==> src/rtl/mgt_01_int_writeback_pkg.sv <==
// Shared types for the integer writeback path: register names, data bus,
// writeback source tags and the per-source request payload.
package mgt_01_int_writeback_pkg;

  localparam int unsigned XLEN              = 32;
  localparam int unsigned DEF_NUM_REGS      = 32;
  localparam int unsigned DEF_STARVE_LIMIT  = 4;

  typedef logic [XLEN-1:0] data_bus_t;

  typedef enum logic [4:0] {
    X0,  X1,  X2,  X3,  X4,  X5,  X6,  X7,
    X8,  X9,  X10, X11, X12, X13, X14, X15,
    X16, X17, X18, X19, X20, X21, X22, X23,
    X24, X25, X26, X27, X28, X29, X30, X31
  } i_register_e;

  typedef enum logic [1:0] {
    WB_NONE,
    WB_ALU,
    WB_LSU,
    WB_MDU
  } wb_src_e;

  typedef struct packed {
    logic        valid;
    i_register_e rd;
    data_bus_t   data;
  } wb_req_t;

endpackage

==> src/rtl/mgt_01_scoreboard.sv <==
// Busy-register bitmap: issue sets, writeback clears, a same-edge set wins.
module mgt_01_scoreboard
  import mgt_01_int_writeback_pkg::*;
#(
  parameter int unsigned NUM_REGS = DEF_NUM_REGS
) (
  input  logic                clk_i,
  input  logic                rst_n_i,
  input  logic                set_valid_i,
  input  i_register_e         set_rd_i,
  input  logic                clr_valid_i,
  input  i_register_e         clr_rd_i,
  output logic [NUM_REGS-1:0] busy_o
);

  logic [NUM_REGS-1:0] set_mask;
  logic [NUM_REGS-1:0] clr_mask;
  logic [NUM_REGS-1:0] busy_d;

  always_comb begin
    set_mask = '0;
    clr_mask = '0;
    if (set_valid_i) set_mask[set_rd_i] = 1'b1;
    if (clr_valid_i) clr_mask[clr_rd_i] = 1'b1;
    // X0 never holds a pending write.
    busy_d = ((busy_o & ~clr_mask) | set_mask) & ~NUM_REGS'(1);
  end

  always_ff @(posedge clk_i or negedge rst_n_i) begin
    if (!rst_n_i) begin
      busy_o <= '0;
    end else begin
      busy_o <= busy_d;
    end
  end

endmodule

==> src/rtl/mgt_01_int_writeback.sv <==
// Integer register file write-port master: arbitrates ALU/LSU/MDU results
// with MDU anti-starvation, registers the write and tracks busy registers.
module mgt_01_int_writeback
  import mgt_01_int_writeback_pkg::*;
#(
  parameter int unsigned STARVE_LIMIT = DEF_STARVE_LIMIT,
  parameter int unsigned NUM_REGS     = DEF_NUM_REGS
) (
  input  logic                clk_i,
  input  logic                rst_n_i,
  input  logic                issue_valid_i,
  input  i_register_e         issue_rd_i,
  input  logic                alu_valid_i,
  input  i_register_e         alu_rd_i,
  input  data_bus_t           alu_data_i,
  input  logic                lsu_valid_i,
  output logic                lsu_ready_o,
  input  i_register_e         lsu_rd_i,
  input  data_bus_t           lsu_data_i,
  input  logic                mdu_valid_i,
  output logic                mdu_ready_o,
  input  i_register_e         mdu_rd_i,
  input  data_bus_t           mdu_data_i,
  output logic                we_o,
  output i_register_e         w_iaddr_o,
  output data_bus_t           wr_idata_o,
  output logic [NUM_REGS-1:0] busy_o
);

  localparam int unsigned STARVE_W = $clog2(STARVE_LIMIT + 1);

  wb_req_t              alu_req;
  wb_req_t              lsu_req;
  wb_req_t              mdu_req;
  wb_req_t              win_req;
  wb_src_e              win_src;
  logic [STARVE_W-1:0]  starve_cnt;
  logic [STARVE_W-1:0]  starve_cnt_d;
  logic                 mdu_promoted;

  assign alu_req = wb_req_t'{valid: alu_valid_i, rd: alu_rd_i, data: alu_data_i};
  assign lsu_req = wb_req_t'{valid: lsu_valid_i, rd: lsu_rd_i, data: lsu_data_i};
  assign mdu_req = wb_req_t'{valid: mdu_valid_i, rd: mdu_rd_i, data: mdu_data_i};

  assign mdu_promoted = (starve_cnt >= STARVE_W'(STARVE_LIMIT));

  // Readies are forced low while reset is asserted so nothing handshakes.
  assign lsu_ready_o = rst_n_i && !alu_valid_i && (!mdu_promoted || !mdu_valid_i);
  assign mdu_ready_o = rst_n_i && !alu_valid_i && (mdu_promoted || !lsu_valid_i);

  always_comb begin
    win_src = WB_NONE;
    if (alu_req.valid) begin
      win_src = WB_ALU;
    end else if (lsu_req.valid && lsu_ready_o) begin
      win_src = WB_LSU;
    end else if (mdu_req.valid && mdu_ready_o) begin
      win_src = WB_MDU;
    end
  end

  always_comb begin
    win_req = '0;
    case (win_src)
      WB_ALU:  win_req = alu_req;
      WB_LSU:  win_req = lsu_req;
      WB_MDU:  win_req = mdu_req;
      default: win_req = '0;
    endcase
  end

  // Count consecutive refusals of a waiting MDU result, saturating at the limit.
  always_comb begin
    starve_cnt_d = starve_cnt;
    if (!mdu_valid_i || mdu_ready_o) begin
      starve_cnt_d = '0;
    end else if (starve_cnt < STARVE_W'(STARVE_LIMIT)) begin
      starve_cnt_d = starve_cnt + STARVE_W'(1);
    end
  end

  always_ff @(posedge clk_i or negedge rst_n_i) begin
    if (!rst_n_i) begin
      starve_cnt <= '0;
    end else begin
      starve_cnt <= starve_cnt_d;
    end
  end

  // Write port; an X0 destination still updates address/data but never writes.
  always_ff @(posedge clk_i or negedge rst_n_i) begin
    if (!rst_n_i) begin
      we_o       <= 1'b0;
      w_iaddr_o  <= X0;
      wr_idata_o <= '0;
    end else begin
      we_o <= win_req.valid && (win_req.rd != X0);
      if (win_req.valid) begin
        w_iaddr_o  <= win_req.rd;
        wr_idata_o <= win_req.data;
      end
    end
  end

  mgt_01_scoreboard #(
    .NUM_REGS (NUM_REGS)
  ) u_scoreboard (
    .clk_i       (clk_i),
    .rst_n_i     (rst_n_i),
    .set_valid_i (issue_valid_i),
    .set_rd_i    (issue_rd_i),
    .clr_valid_i (win_req.valid),
    .clr_rd_i    (win_req.rd),
    .busy_o      (busy_o)
  );

endmodule

==> config.mk <==
export PLATFORM = sky130hd
export DESIGN_NAME = mgt_01_int_writeback
export DESIGN_NICKNAME = d
export VERILOG_FILES = /design/src/rtl/mgt_01_int_writeback_pkg.sv /design/src/rtl/mgt_01_scoreboard.sv /design/src/rtl/mgt_01_int_writeback.sv
export SDC_FILE = /design/constraint.sdc
export NUM_CORES = 1
export LEC_CHECK = 0
export ABC_CLOCK_PERIOD_IN_PS = 3100
export CORE_MARGIN = 2
export CORE_UTILIZATION = 38
export CTS_CLUSTER_SIZE = 20
export DETAILED_ROUTE_END_ITERATION = 6
export GPL_ROUTABILITY_DRIVEN = 0
export PLACE_DENSITY = 0.84
export SKIP_CTS_REPAIR_TIMING = 1
export SLEW_MARGIN = 20
export SYNTH_ARGS = -nofsm -noshare
export SYNTH_HDL_FRONTEND = slang
export SYNTH_HIERARCHICAL = 1
export SYNTH_SLANG_ARGS = --single-unit
==> constraint.sdc <==
create_clock -name clk_i -period 3.1 [get_ports clk_i]
set_clock_uncertainty 0.2 [all_clocks]
set_input_delay 0.775 -clock clk_i [delete_from_list [all_inputs] [get_ports clk_i]]
set_output_delay 0.775 -clock clk_i [all_outputs]
set_load 0.02 [all_outputs]
## Yosys cells after proc, flatten, opt, wreduce, memory -nomap -nowiden

Cells that the tools add are included.

| word-level totals | value |
|---|---|
| logic and storage cells | 47 |
| bits of input ports | 122 |
| bits in registers | 72 |
| output and inout port bits | 72 |

| cells by class | value |
|---|---|
| magnitude comparators | 6 |
| add/sub/neg operators | 1 |
| reductions and logical operators | 17 |
| eq/ne operators | 3 |
| bitwise gates (word level) | 3 |
| muxes and demuxes | 12 |

Operator list:

| kind | count |
|---|---|
| 38-bit case mux with 3 select lines | 1 |
| 32-bit two-way mux | 2 |
| 32-bit AND | 1 |
| 32-bit inverter | 1 |
| 32-bit OR | 1 |
| 5-bit by 6-bit less-than comparator with 1-bit output, second input constant | 2 |
| 1-bit demux with 5-bit select | 2 |
| 5-bit by 1-bit greater-or-equal comparator with 1-bit output, second input constant | 2 |
| 1-bit logical AND | 8 |
| 2-bit two-way mux | 3 |
| 3-bit two-way mux | 2 |
| 5-bit nonzero test | 1 |
| 2-bit equality test, second input constant | 2 |
| 1-bit logical NOT | 4 |
| 3-bit by 1-bit adder with 3-bit output, second input constant | 1 |
| 3-bit greater-or-equal comparator, second input constant | 1 |
| 1-bit logical OR | 3 |
| 3-bit less-than comparator, second input constant | 1 |
| 2-bit by 1-bit equality test with 1-bit output, second input constant | 1 |
| 1-bit two-way mux | 2 |
| 2-bit nonzero test | 1 |

## Depth between registers and ports, before layout

| logic depth | value |
|---|---|
| depth after elaboration | 17 |
| depth in mapped cells | 8 |
| depth with buffers taken out | 7 |

## Cells and area by module

Netlist, hierarchy kept.

Modules (own cells, without submodules):

| module | seq. area each (sq um) | cells an instance | area an instance (sq um) | times used |
|---|---|---|---|---|
| mgt_01_int_writeback | 1,026.0 | 193 | 1,974.4 | 1 |
| mgt_01_scoreboard | 775.7 | 121 | 1,282.5 | 1 |

## Worst setup path before layout

No wires, ideal clock.

| timing | value |
|---|---|
| path kind | input -> register |
| start point | in alu_valid_i |
| end point | reg u_scoreboard.busy_o[17] |
| stages | 7 |
| arrival | 2.382 ns |
| required time | 2.772 ns |
| path slack | 0.391 ns |
| buffers on the path | 1 |
| library setup time | 0.128 ns |
| cell sequence | nand2b_1 -> buf_6 -> a211oi_2 -> a221o_1 -> or3b_4 -> o21ai_1 -> o21ai_1 |

RTL lines:

| item | RTL line | text |
|---|---|---|
| from (decl) | mgt_01_int_writeback.sv:13 | `input logic alu_valid_i,` |
| to (signal assigned) | mgt_01_scoreboard.sv:33 | `busy_o <= busy_d;` |
| to (decl) | mgt_01_scoreboard.sv:13 | `output logic [NUM_REGS-1:0] busy_o` |

==> flow_metrics.py <==
metrics = {
    "layout": {
        "diodes": 0,
        "layout_commonest_cell": "clkdlybuf4s50_1",
        "seqCellArea_um2": 1800,
        "post-route-util": 0.681,
        "multi_input_area_um2": 1360,
        "fin_nets": 646,
        "synthToLayoutAreaGrowth_pct": 72.6,
        "stdcell_count": 633,
        "drive_gt1_frac": 0.0966,
        "layout_common_cells": "clkdlybuf4s50_1 (189), dfrtp_1 (72), a22oi_1 (64), nand2_1 (37), o21ai_1 (35)",
        "filler_cell_count": 645,
    },
    "clocking": {
        "htree_levels": 3,
        "cts_made_buffers": 9,
        "clockBufferDepth": 2,
        "cts-root-buf": "clkbuf_8",
        "clock_sinks": 72,
        "cts_tree": "built",
        "insertion_delay_ns": 0.33,
        "clk_pin_slew_ns": 0.08,
    },
    "synthesis": {
        "synth_seq_area_share": 0.553,
        "yosysTopAreaCell": "dfrtp_1",
        "netlist_instances": 314,
        "synth_top_area_frac": 0.553,
        "syn_area_um2": 3260,
        "synth_area_leaders": "dfrtp_1 (55%), a22oi_1 (15%), o21ai_1 (5.4%)",
        "synth-warning-count": 6,
        "synth_cell_type_count": 31,
        "synth-seq-cells": 72,
        "syn_nets": 437,
        "postSynthAreaPerCell_um2": 10.4,
    },
    "grt": {
        "grt_max_degree": 73,
        "grt_use_total": 0.249,
        "antenna_found_initial": 0,
        "grt_pass1_wl_um": 17300,
        "grt_pass1_vias": 3515,
        "globalRouteOverflowTotal": 0,
    },
    "floorplan": {
        "fp-row-count": 33,
        "dieWidth_um": 96.6,
        "coreArea_um2": 8260,
        "die_y_um": 96.6,
        "initial_core_util": 0.394,
        "pin_count": 194,
        "die_area_um2": 9330,
    },
    "sta": {
        "max-slew-margin-rel": 0.405,
        "tns_ns": 0,
        "max_freq_mhz": 335,
        "hold_violations": 0,
        "drv_slew": 0,
        "tightest_slew_ns": 0.892,
        "setup_viol": 0,
        "fin_crit_sh": 0.964,
        "min_period_ns": 2.99,
        "rsz0062_at_grt": "false",
    },
    "place": {
        "numPortBuffers": 192,
        "dp_hpwl_um": 8590,
        "place_inst": 617,
    },
    "setup_path": {
        "r2r_slack_ns": 0.65,
        "cp.arrival_ns": 3.00,
        "reg2reg_from": "starve_cnt[2]",
        "cp.required_ns": 3.11,
        "crit_fanout": 7,
        "crit_path_start_kind": "primary input",
        "reg2reg_to": "u_scoreboard/busy_o[8]",
        "crit_path_end_kind": "flop",
        "path_class": "primary input to flop",
        "critPathLaunch": "alu_valid_i",
        "ff2ff_path_depth": 8,
    },
    "routing": {
        "post_drt_wl_per_cell_um": 18.5,
        "vias_per_cell": 5.52,
        "vias": 3492,
        "wirelength_um": 11700,
        "firstDrtPassIters": 4,
        "drtAntennaViolNets": 0,
        "drt_iter0_drc": 161,
        "route.detailed.drc": 0,
    },
    "min_path": {
        "min_to": "w_iaddr_o[0]",
        "whs_path_depth": 1,
        "min_from": "w_iaddr_o[0]",
        "hold_path_class": "flop to flop",
    },
    "pwr": {
        "ir_worst_vdd_mv": 0.404,
        "total_leakage_power_nw": 2.35,
        "power_density_nw_per_um2": 536,
    },
    "run": {
        "maxCapViolCount": 0,
    },
    "outcome": {
        "outcome": "complete, no violations",
    },
}
through the flow:
stage	instance area, um^2	hold WS, ns	total power (W)	setup slack, ns
floorplan	3260	0.279	0.00163	0.391
global placement	5400	0.262	0.00221	-0.165
detailed placement	5400	0.268	0.00224	-0.291
CTS	5610	0.289	0.00304	-0.271
global route	5620	0.309	0.00316	0.0447
finish	5620	0.286	0.00301	0.111
sequential cells by signal, summed over array words and instances (netlist names):
| name | flops |
|---|---|
| wr_idata_o | 32 |
| u_scoreboard/busy_o | 31 |
| w_iaddr_o | 5 |
| starve_cnt | 3 |
| we_o | 1 |
kinds of logic after synthesis:
kind of cell / Yosys count / share of synthesized area
buffers and inverters: 22 / 0.0350
AO/OA/AOI/OAI: 145 / 0.291
adder cells (fa/ha/maj): 1 / 0.00384
flip-flops: 72 / 0.553
other: 1 / 0.00115
AND/OR/NAND/NOR: 73 / 0.116
cell usage after synthesis, drive strengths merged:
master	count
a21o	4
buf	11
a31oi	1
o21a	1
nor4	1
nor2	7
o21ai	65
or3	2
nand3b	10
dfrtp	72
a222oi	1
a21oi	3
nand2	37
a221o	4
conb	1
and2	4
nand2b	1
nand3	5
a211oi	2
clkbuf	6
inv	5
or3b	6
a22oi	64
ha	1
worst max-delay path by stage:
stage	to	slack [ns]	depth (start not counted)
after global routing	u_scoreboard/busy_o[8]	0.04	9
after detailed placement	u_scoreboard/busy_o[12]	-0.29	8
final	u_scoreboard/busy_o[12]	0.11	8
after global placement	mdu_ready_o	-0.17	4
after CTS	mdu_ready_o	-0.27	4
after floorplan	u_scoreboard/busy_o[17]	0.39	7
power by group:
group	internal, W	leakage [nW]	switching [W]
clock network	0.000421	0.103	0.000358
registers	0.00110	0.877	0.0000981
logic	0.000532	1.38	0.000502
total	0.00206	2.35	0.000958
worst max-delay path, cell delays in order:
cell	delay [ns]
clkdlybuf4s50_1	0.52
nand2b_2	0.25
a211oi_4	0.08
buf_4	0.18
a221o_1	0.42
or3b_4	0.48
o21ai_1	0.18
o21ai_1	0.11
per-layer routing:
layer  vias up  routed length [um]  track usage
met1      1706                4510        0.290
li1       1596                   -            -
met4         0                 303        0.120
met3        25                1070       0.0551
met2       165                5850        0.436
met5         -                   0            0
cell type report:
| cell class | instances | area share |
|---|---|---|
| Inverter | 5 | 0.00334 |
| Tap cell | 105 | 0.0234 |
| Clock inverter | 5 | 0.0111 |
| Multi-Input combinational cell | 220 | 0.242 |
| Timing Repair Buffer | 215 | 0.373 |
| Sequential cell | 72 | 0.320 |
| Clock buffer | 11 | 0.0269 |
(Power assumes the default switching activity.)
